### src/rtl/aurora_link_monitor.sv
// Aurora link supervisor: pulses the core reset, qualifies link-up with debounce, and retries up to a limit.
// Optional build macro LINK_ERR_CNT_EN adds saturating soft/hard error cycle counters active while UP.
module aurora_link_monitor #(
  parameter int LANES         = 4,
  parameter int DOWN_DEBOUNCE = 16,
  parameter int RESET_HOLD    = 128,
  parameter int UP_TIMEOUT    = 1048576,
  parameter int MAX_RETRY     = 7
) (
  input  logic             aurora_log_clk,
  input  logic             aurora_rst,
  input  logic             channel_up_i,
  input  logic [LANES-1:0] lane_up_i,
  input  logic             hard_err_i,
  input  logic             soft_err_i,
  input  logic             retry_clr_i,
  output logic             link_reset_o,
  output logic             link_ok_o,
  output logic             link_fail_o,
  output logic [3:0]       retry_cnt_o,
  output logic [15:0]      soft_err_cnt_o,
  output logic [15:0]      hard_err_cnt_o
);

  localparam int TMR_W  = ($clog2(UP_TIMEOUT) > 21) ? $clog2(UP_TIMEOUT) : 21;
  localparam int HOLD_W = $clog2(RESET_HOLD + 1);
  localparam int DEB_W  = $clog2(DOWN_DEBOUNCE + 1);

  localparam logic [TMR_W-1:0]  TMR_LAST  = TMR_W'(UP_TIMEOUT - 1);
  localparam logic [HOLD_W-1:0] HOLD_LAST = HOLD_W'(RESET_HOLD - 1);
  localparam logic [DEB_W-1:0]  DEB_LAST  = DEB_W'(DOWN_DEBOUNCE - 1);
  localparam logic [3:0]        RETRY_MAX = 4'(MAX_RETRY);

  typedef enum logic [1:0] {
    ST_RST,
    ST_WAIT_UP,
    ST_UP,
    ST_FAIL
  } state_t;

  state_t            state;
  logic [TMR_W-1:0]  tmr;
  logic [HOLD_W-1:0] hold_cnt;
  logic [DEB_W-1:0]  deb_cnt;
  logic              link_good;

  assign link_good = channel_up_i & (&lane_up_i);

  // NOTE: all state and registered outputs use <= so every branch sees pre-edge values.
  always_ff @(posedge aurora_log_clk) begin
    if (aurora_rst) begin
      state        <= ST_RST;
      tmr          <= '0;
      hold_cnt     <= '0;
      deb_cnt      <= '0;
      link_reset_o <= 1'b1;
      link_ok_o    <= 1'b0;
      link_fail_o  <= 1'b0;
      retry_cnt_o  <= '0;
    end else begin
      case (state)
        ST_RST: begin
          // The hold counter stays at its terminal value after leaving RST.
          if (hold_cnt == HOLD_LAST) begin
            state        <= ST_WAIT_UP;
            link_reset_o <= 1'b0;
            tmr          <= '0;
            deb_cnt      <= '0;
          end else begin
            hold_cnt <= hold_cnt + 1'b1;
          end
        end

        ST_WAIT_UP: begin
          // Qualification is tested first so it wins over a coincident timeout.
          if (link_good && deb_cnt == DEB_LAST) begin
            state       <= ST_UP;
            link_ok_o   <= 1'b1;
            retry_cnt_o <= '0;
            deb_cnt     <= '0;
          end else if (tmr == TMR_LAST) begin
            if (retry_cnt_o < RETRY_MAX) begin
              state        <= ST_RST;
              retry_cnt_o  <= retry_cnt_o + 1'b1;
              link_reset_o <= 1'b1;
              hold_cnt     <= '0;
            end else begin
              state       <= ST_FAIL;
              link_fail_o <= 1'b1;
            end
          end else begin
            tmr     <= tmr + 1'b1;
            deb_cnt <= link_good ? deb_cnt + 1'b1 : '0;
          end
        end

        ST_UP: begin
          if (hard_err_i || (!link_good && deb_cnt == DEB_LAST)) begin
            state        <= ST_RST;
            link_ok_o    <= 1'b0;
            link_reset_o <= 1'b1;
            hold_cnt     <= '0;
            deb_cnt      <= '0;
          end else begin
            deb_cnt <= link_good ? '0 : deb_cnt + 1'b1;
          end
        end

        ST_FAIL: begin
          if (retry_clr_i) begin
            state        <= ST_RST;
            link_fail_o  <= 1'b0;
            link_reset_o <= 1'b1;
            hold_cnt     <= '0;
          end
        end

        default: begin
          state        <= ST_RST;
          link_reset_o <= 1'b1;
          link_ok_o    <= 1'b0;
          link_fail_o  <= 1'b0;
          hold_cnt     <= '0;
        end
      endcase

      // A clear overrides any increment taken above, in every state.
      if (retry_clr_i) retry_cnt_o <= '0;
    end
  end

`ifdef LINK_ERR_CNT_EN
  always_ff @(posedge aurora_log_clk) begin
    if (aurora_rst || retry_clr_i) begin
      soft_err_cnt_o <= '0;
      hard_err_cnt_o <= '0;
    end else if (state == ST_UP) begin
      if (soft_err_i && soft_err_cnt_o != 16'hFFFF) soft_err_cnt_o <= soft_err_cnt_o + 1'b1;
      if (hard_err_i && hard_err_cnt_o != 16'hFFFF) hard_err_cnt_o <= hard_err_cnt_o + 1'b1;
    end
  end
`else
  logic unused_soft_err;

  assign unused_soft_err = soft_err_i;
  assign soft_err_cnt_o  = '0;
  assign hard_err_cnt_o  = '0;
`endif

endmodule

### config.mk
export PLATFORM = sky130hd
export DESIGN_NAME = aurora_link_monitor
export DESIGN_NICKNAME = d
export VERILOG_FILES = /design/src/rtl/aurora_link_monitor.sv
export SDC_FILE = /design/constraint.sdc
export NUM_CORES = 1
export LEC_CHECK = 0
export ABC_AREA = 1
export CAP_MARGIN = 20
export CORE_MARGIN = 2
export CORE_UTILIZATION = 40
export DETAILED_ROUTE_END_ITERATION = 6
export GPL_TIMING_DRIVEN = 0
export MAX_ROUTING_LAYER = met4
export PLACE_DENSITY = 0.6
export SETUP_SLACK_MARGIN = 0.4
export SYNTH_ARGS = -nofsm -noshare
export SYNTH_HDL_FRONTEND = slang
export SYNTH_SLANG_ARGS = --single-unit
### constraint.sdc
create_clock -name aurora_log_clk -period 2.4 [get_ports aurora_log_clk]
set_clock_uncertainty 0.1 [all_clocks]
set_input_delay 0.36 -clock aurora_log_clk [delete_from_list [all_inputs] [get_ports aurora_log_clk]]
set_output_delay 0.36 -clock aurora_log_clk [all_outputs]
set_load 0.05 [all_outputs]
; After elaboration in Yosys (flattened, before gate mapping)
; Cells that the tools add are included.
[totals]
register_bits = 43
wordCells = 96
[op_classes]
add_sub_neg = 4
order_cmp = 1
n_eq_ne = 18
muxes = 43
bitwise_logic = 1
n_reduce_logical = 21
[op_table]
columns = operator, count
row1 = 2-to-1 mux 21 bit, 3
row2 = 2-to-1 mux 8 bit, 6
row3 = case mux 21 bit (2 select lines), 1
row4 = case mux 8 bit (4 select lines), 1
row5 = 2-to-1 mux 5 bit, 6
row6 = adder 21 x 1 -> 21 bit (second input constant), 1
row7 = == test 21 x 20 -> 1 bit (second input constant), 1
row8 = inequality test 2 bit (second input constant), 10
row9 = case mux 5 bit (3 select lines), 1
row10 = 2-to-1 mux 1 bit, 12
row11 = 2-to-1 mux 2 bit, 6
row12 = 2-to-1 mux 4 bit, 3
row13 = AND reduction 4 bit, 3
row14 = AND reduction 6 bit, 2
row15 = nonzero test 2 bit, 5
row16 = AND reduction 3 bit, 3
row17 = adder 8 x 1 -> 8 bit (second input constant), 1
row18 = == test 8 x 7 -> 1 bit (second input constant), 1
row19 = case mux 2 bit (4 select lines), 1
row20 = inequality test 3 bit (second input constant), 2
row21 = adder 5 x 1 -> 5 bit (second input constant), 1
row22 = == test 5 x 4 -> 1 bit (second input constant), 1
row23 = AND reduction 5 bit, 1
row24 = adder 4 x 1 -> 4 bit (second input constant), 1
row25 = other kinds (12), 15

; Logic depth before layout (Yosys ltp)
[depth]
depth_word = 7
depth_mapped = 13

; Least setup slack after synthesis
; No wires, ideal clock.
[synth_timing]
path_kind = reg-to-reg
start = register deb_cnt[0]
end = register hold_cnt[0]
arrival_time_ns = 1.733
path_slack_ns = 0.455
path_stages_with_launch = 12
n_path_buf = 0
synth_period_minus_slack_ns = 1.945
path_cell_list = dfxtp_1 -> ha_1 -> nand2_1 -> nor2_1 -> ha_1 -> nand4_1 -> nand2_1 -> clkinv_1 -> nand3_4 -> inv_1 -> nor2_1 -> nor2_1
[synth_via]
elab_chain_len = 5
word_cells_on_any_way = 7
classes_between = eq/ne (3) / reduce/logical (4)
[synth_rtl]
columns = element, line_no
row1 = from (decl), 44  ; logic [DEB_W-1:0] deb_cnt;
row2 = from (signal assigned), 93  ; deb_cnt <= link_good ? deb_cnt + 1'b1 : '0;
row3 = from (signal assigned), 105  ; deb_cnt <= link_good ? '0 : deb_cnt + 1'b1;
row4 = == test 5 x 4 -> 1 bit *, "76, 98"
row5 = logical AND 1 bit, 98  ; if (hard_err_i || (!link_good && deb_cnt == DEB_LAST)) begin
row6 = logical OR 1 bit, 98
row7 = inequality test 2 bit (no line), n/a
row8 = AND reduction 6 bit (no line) *, n/a
row9 = to (signal assigned), 70  ; hold_cnt <= hold_cnt + 1'b1;
row10 = to (decl), 43  ; logic [HOLD_W-1:0] hold_cnt;
; Mark *: on every way between the ends. The rest lies on a longest branch, timed or not.
; A chain may end at the register's enable or synchronous reset.

; Final worst setup path
[layout_timing]
start = register tmr[0]
end = register tmr[8]
[layout_via]
elab_chain_len = 4
word_cells_on_any_way = 7
classes_between = add/sub (1) / eq/ne (2) / mux (3) / reduce/logical (1)
[layout_rtl]
columns = element, line_no
row1 = from (decl), 42  ; logic [TMR_W-1:0] tmr;
row2 = from (signal assigned), 92  ; tmr <= tmr + 1'b1;
row3 = adder 21 x 1 -> 21 bit, 92
row4 = 2-to-1 mux 21 bit, 81  ; end else if (tmr == TMR_LAST) begin
row5 = 2-to-1 mux 21 bit, 76  ; if (link_good && deb_cnt == DEB_LAST) begin
row6 = case mux 21 bit (2 select lines), 61  ; case (state)
; Several ways; a longest one is shown, not always the timed one. The select of a mux whose other input is x is not followed.

==> results.md <==
* CP Max Fanout at 7
* CP Depth at 11
* Clk sinks at 43
* Post-route ant nets at 0
* Status: complete, no violations
* Cell area after layout at slightly below 4000 um^2
* R2R Setup Slk at 0.44 ns
* Post-Syn Instances at between 500 and 600
* Area of the mapped netlist at 3154 um^2
* Required @ worst endpoint at ~2.5 ns
* Worst-Skew Late Latency at 0.29 ns
* Least-Margin Pin Slew at roughly 0.78 ns
* Final Power at 1.644 mW
* CP Class: reg -> reg
* Static Leakage at 1.760 nW
* Min-Delay Path Class: in -> reg
* Final setup vio count at 0
* N_diodes at 0
* Commonest non-fill, non-tap cell in the layout: nand2_1
* CTS H-Tree Depth at 2
* Placed cell area at 3538 um^2
* Final hold vios at 0
* CTS tree: done
* Seq cells post-synth at 43
* CTS buffer count at 5
* Max incr delay on CP at between 0.3 and 0.4 ns
* Gate power share at 0.268
* Synth area leader: dfxtp_1
* Layout area overhead at 24.91%
* Sw Share at 0.3396
* YS warnings at 0
* DR iter-0 viols at around 140
* Vert. Die Dim at 92.80 um
* CP bufs+invs at 2
* Worst r2r dst: tmr[8]
* Deepest clock path buffer count at 2
* Vias in the first global route at roughly 2900
* Simple-gate portion of the synthesized area at 0.4153
* Worst Setup EP: tmr[8]
* XOR/XNOR share of the synthesized area at 0.02777
* Final worst slack at 0.4385 ns
* CTS Hold Buffers Added at 0
* GP Congestion at around 0.88
* RSZ-0062 raised after global routing: true
* Total negative slack at 0 ns
* Min cycle time layout at 1.962 ns
* Slowest cell on crit path: dfxtp_4
* Num rows at 32
* Drt first pass iters at 4
* Final net count at 594
* Remaining global-route overflow at 0
* Fillers at 788
* Crit path cell chain: ha_4, nand2_2, nor2_4, nand2_4, nor2_8, nand3_2, nand3_4, clkinv_4, clkbuf_16, nand2_2, a21oi_2
* Startpoint Class: flip-flop
* Worst-path clk slew at 0.08 ns
* Flop pwr share at 0.470
* Post-synthesis sequential area ratio at 0.2729
* Top cells by area, synth: dfxtp_1 (27%), nand2_1 (19%), nor2_1 (9.0%), buf_4 (7.6%), inv_1 (5.8%)
* WL final at 7732 um
* Max Freq at 509.8 MHz
* Clock share of power at 0.263
* Wire per inst at about 11 um
* Largest family of logic cells by synthesized area: simple AND/OR/NAND/NOR gates
* Worst Reg-to-Reg Cells at 11
* Seq. cell area at about 880 um^2
* DR DRC count at 0
* Psw at 558.2 uW
* Vias per cell at about 4.7
* Buffers on Ports at 14
* Internal power at 1.085 mW
* Share of post-route cells with drive strength above 1 at 0.2010
* Core Area at 7687 um^2
* Synth top area share at 0.2729
* Post-synthesis mux area share at 0
* Vias at 3188
* Pwr Density at 417.2 nW/um^2
* Family with the most delay on the worst path: simple AND/OR/NAND/NOR gates
* Peak supply drop at 0.1772 mV
* Yosys cell types at 32
* Worst r2r src: tmr[0]
* Post-DP HPWL at 5553 um
* WHS at approximately 0.36 ns
* Most frequent cells in the layout: nand2_1 (142), nor2_1 (74), inv_1 (47), buf_4 (43), dfxtp_1 (37)
* Post-place setup slack at 0.02016 ns
* Final slew viol count at 0
* Area of the multi-input gates at around 2100 um^2
* Post-Synth Adder-Cell Area at 0.04363
* Crit share post-route at 0.8173
* Clock Tree Root: clkbuf_8
* CP dominant cell by count: nand2_2
* First-pass GRT wire length at approximately 13000 um
* Crit path from: tmr[0]
* Maximum capacitance violations at 0
* CP endpoint kind: flip-flop
* Initial Utilization at 0.4103
* GR Util All Layers at 0.1875
* Initial antenna violation count at 0
* CP Data Arrival Time at approximately 2.0 ns
* Largest net degree at the start of global routing at 12
* DIE WIDTH at approximately 93 um
* Post-synthesis compound-gate area fraction at 0.08251
* Ports at 49
* Average cell area after synthesis at roughly 6.2 um^2
* Die Area at 8612 um^2
* Slew headroom at 0.4793
-- worst min path at each step --
stage / cells past startpoint / from / slack, ns / end
finish: 2 / aurora_rst / 0.36 / tmr[14]
global route: 2 / aurora_rst / 0.40 / tmr[12]
CTS: 2 / aurora_rst / 0.35 / tmr[14]
detailed placement: 2 / link_reset_o / 0.35 / link_reset_o
global placement: 2 / link_reset_o / 0.34 / link_reset_o
floorplan: 2 / deb_cnt[4] / 0.38 / deb_cnt[4]
-- power by group through the flow --
stage | registers, mW | logic, mW | clock network, mW
floorplan | 0.788 | 0.316 | 0
global route | 0.778 | 0.480 | 0.483
finish | 0.772 | 0.440 | 0.431
detailed placement | 0.783 | 0.393 | 0
global placement | 0.782 | 0.391 | 0
CTS | 0.769 | 0.400 | 0.455
-- worst register-to-register path, cell delays in order (launching register included) --
cell	delay, ns
dfxtp_4	0.39
ha_4	0.18
nand2_2	0.09
nor2_4	0.15
nand2_4	0.09
nor2_8	0.17
nand3_2	0.10
nand3_4	0.16
clkinv_4	0.12
clkbuf_16	0.18
nand2_2	0.06
a21oi_2	0.04
-- per-stage QoR --
stage	util	instances
2_1_floorplan	-	538
3_3_place_gp	0.4603	654
3_5_place_dp	0.4603	654
4_1_cts	0.4810	666
5_1_grt	0.5125	674
6_report	0.5125	674
-- cells in the mapped netlist --
cell and count:
buf_2 2, nor2_1 76, buf_4 32, nor2_4 1, dfxtp_1 43, or2_2 3, nor3_1 6, xnor2_1 4
nor3b_1 1, xor2_1 6, nand2_1 156, or2_0 1, nand2_4 2, clkinv_1 1, clkbuf_1 4, o21ai_0 11
nand3_4 2, o21bai_1 2, buf_6 3, and2_1 1, ha_1 11, a21oi_1 31, nand3_2 1, a21oi_2 4
conb_1 1, inv_2 2, nor2_2 2, inv_1 49, nand2_2 2, nand3_1 33, nor2_8 1, nand4_1 13
-- area by class of cell --
cell class,instances,area share
multi-input combinational,403,0.5259
sequential,43,0.2223
buffer,41,0.07844
timing repair buffer,27,0.07050
inverter,52,0.05208
tap,102,0.03239
clock buffer,6,0.01842
-- flip-flops by register name, indices dropped and copies added, names as in the netlist --
signal        flops
hold_cnt          8
retry_cnt_o       4
tmr              21
state             2
deb_cnt           5
link_fail_o       1
link_reset_o      1
link_ok_o         1
-- per-layer routing --
metal	share of wire	GRT usage
met1	0.48	0.2354
met2	0.46	0.3110
met3	0.047	0.03011
met4	0.018	0.05637
met5	0	-
-- cell families after synthesis --
family / after synthesis
and+or+nand+nor: 301
buffers and inverters: 93
AOI/OAI and AO/OA: 48
DFF: 43
adders and majority gates: 11
xor gates and xnor gates: 10
other: 1
-- repair_timing --
item / CTS / global route
pin swaps: 7 / 8
gates resized for setup: 12 / 51
hold endpoints to repair: 0 / 0
gates cloned: 0 / 2
buffers inserted: 6 / 6
setup endpoints to repair: 41 / 45
(Power assumes the default switching activity.)
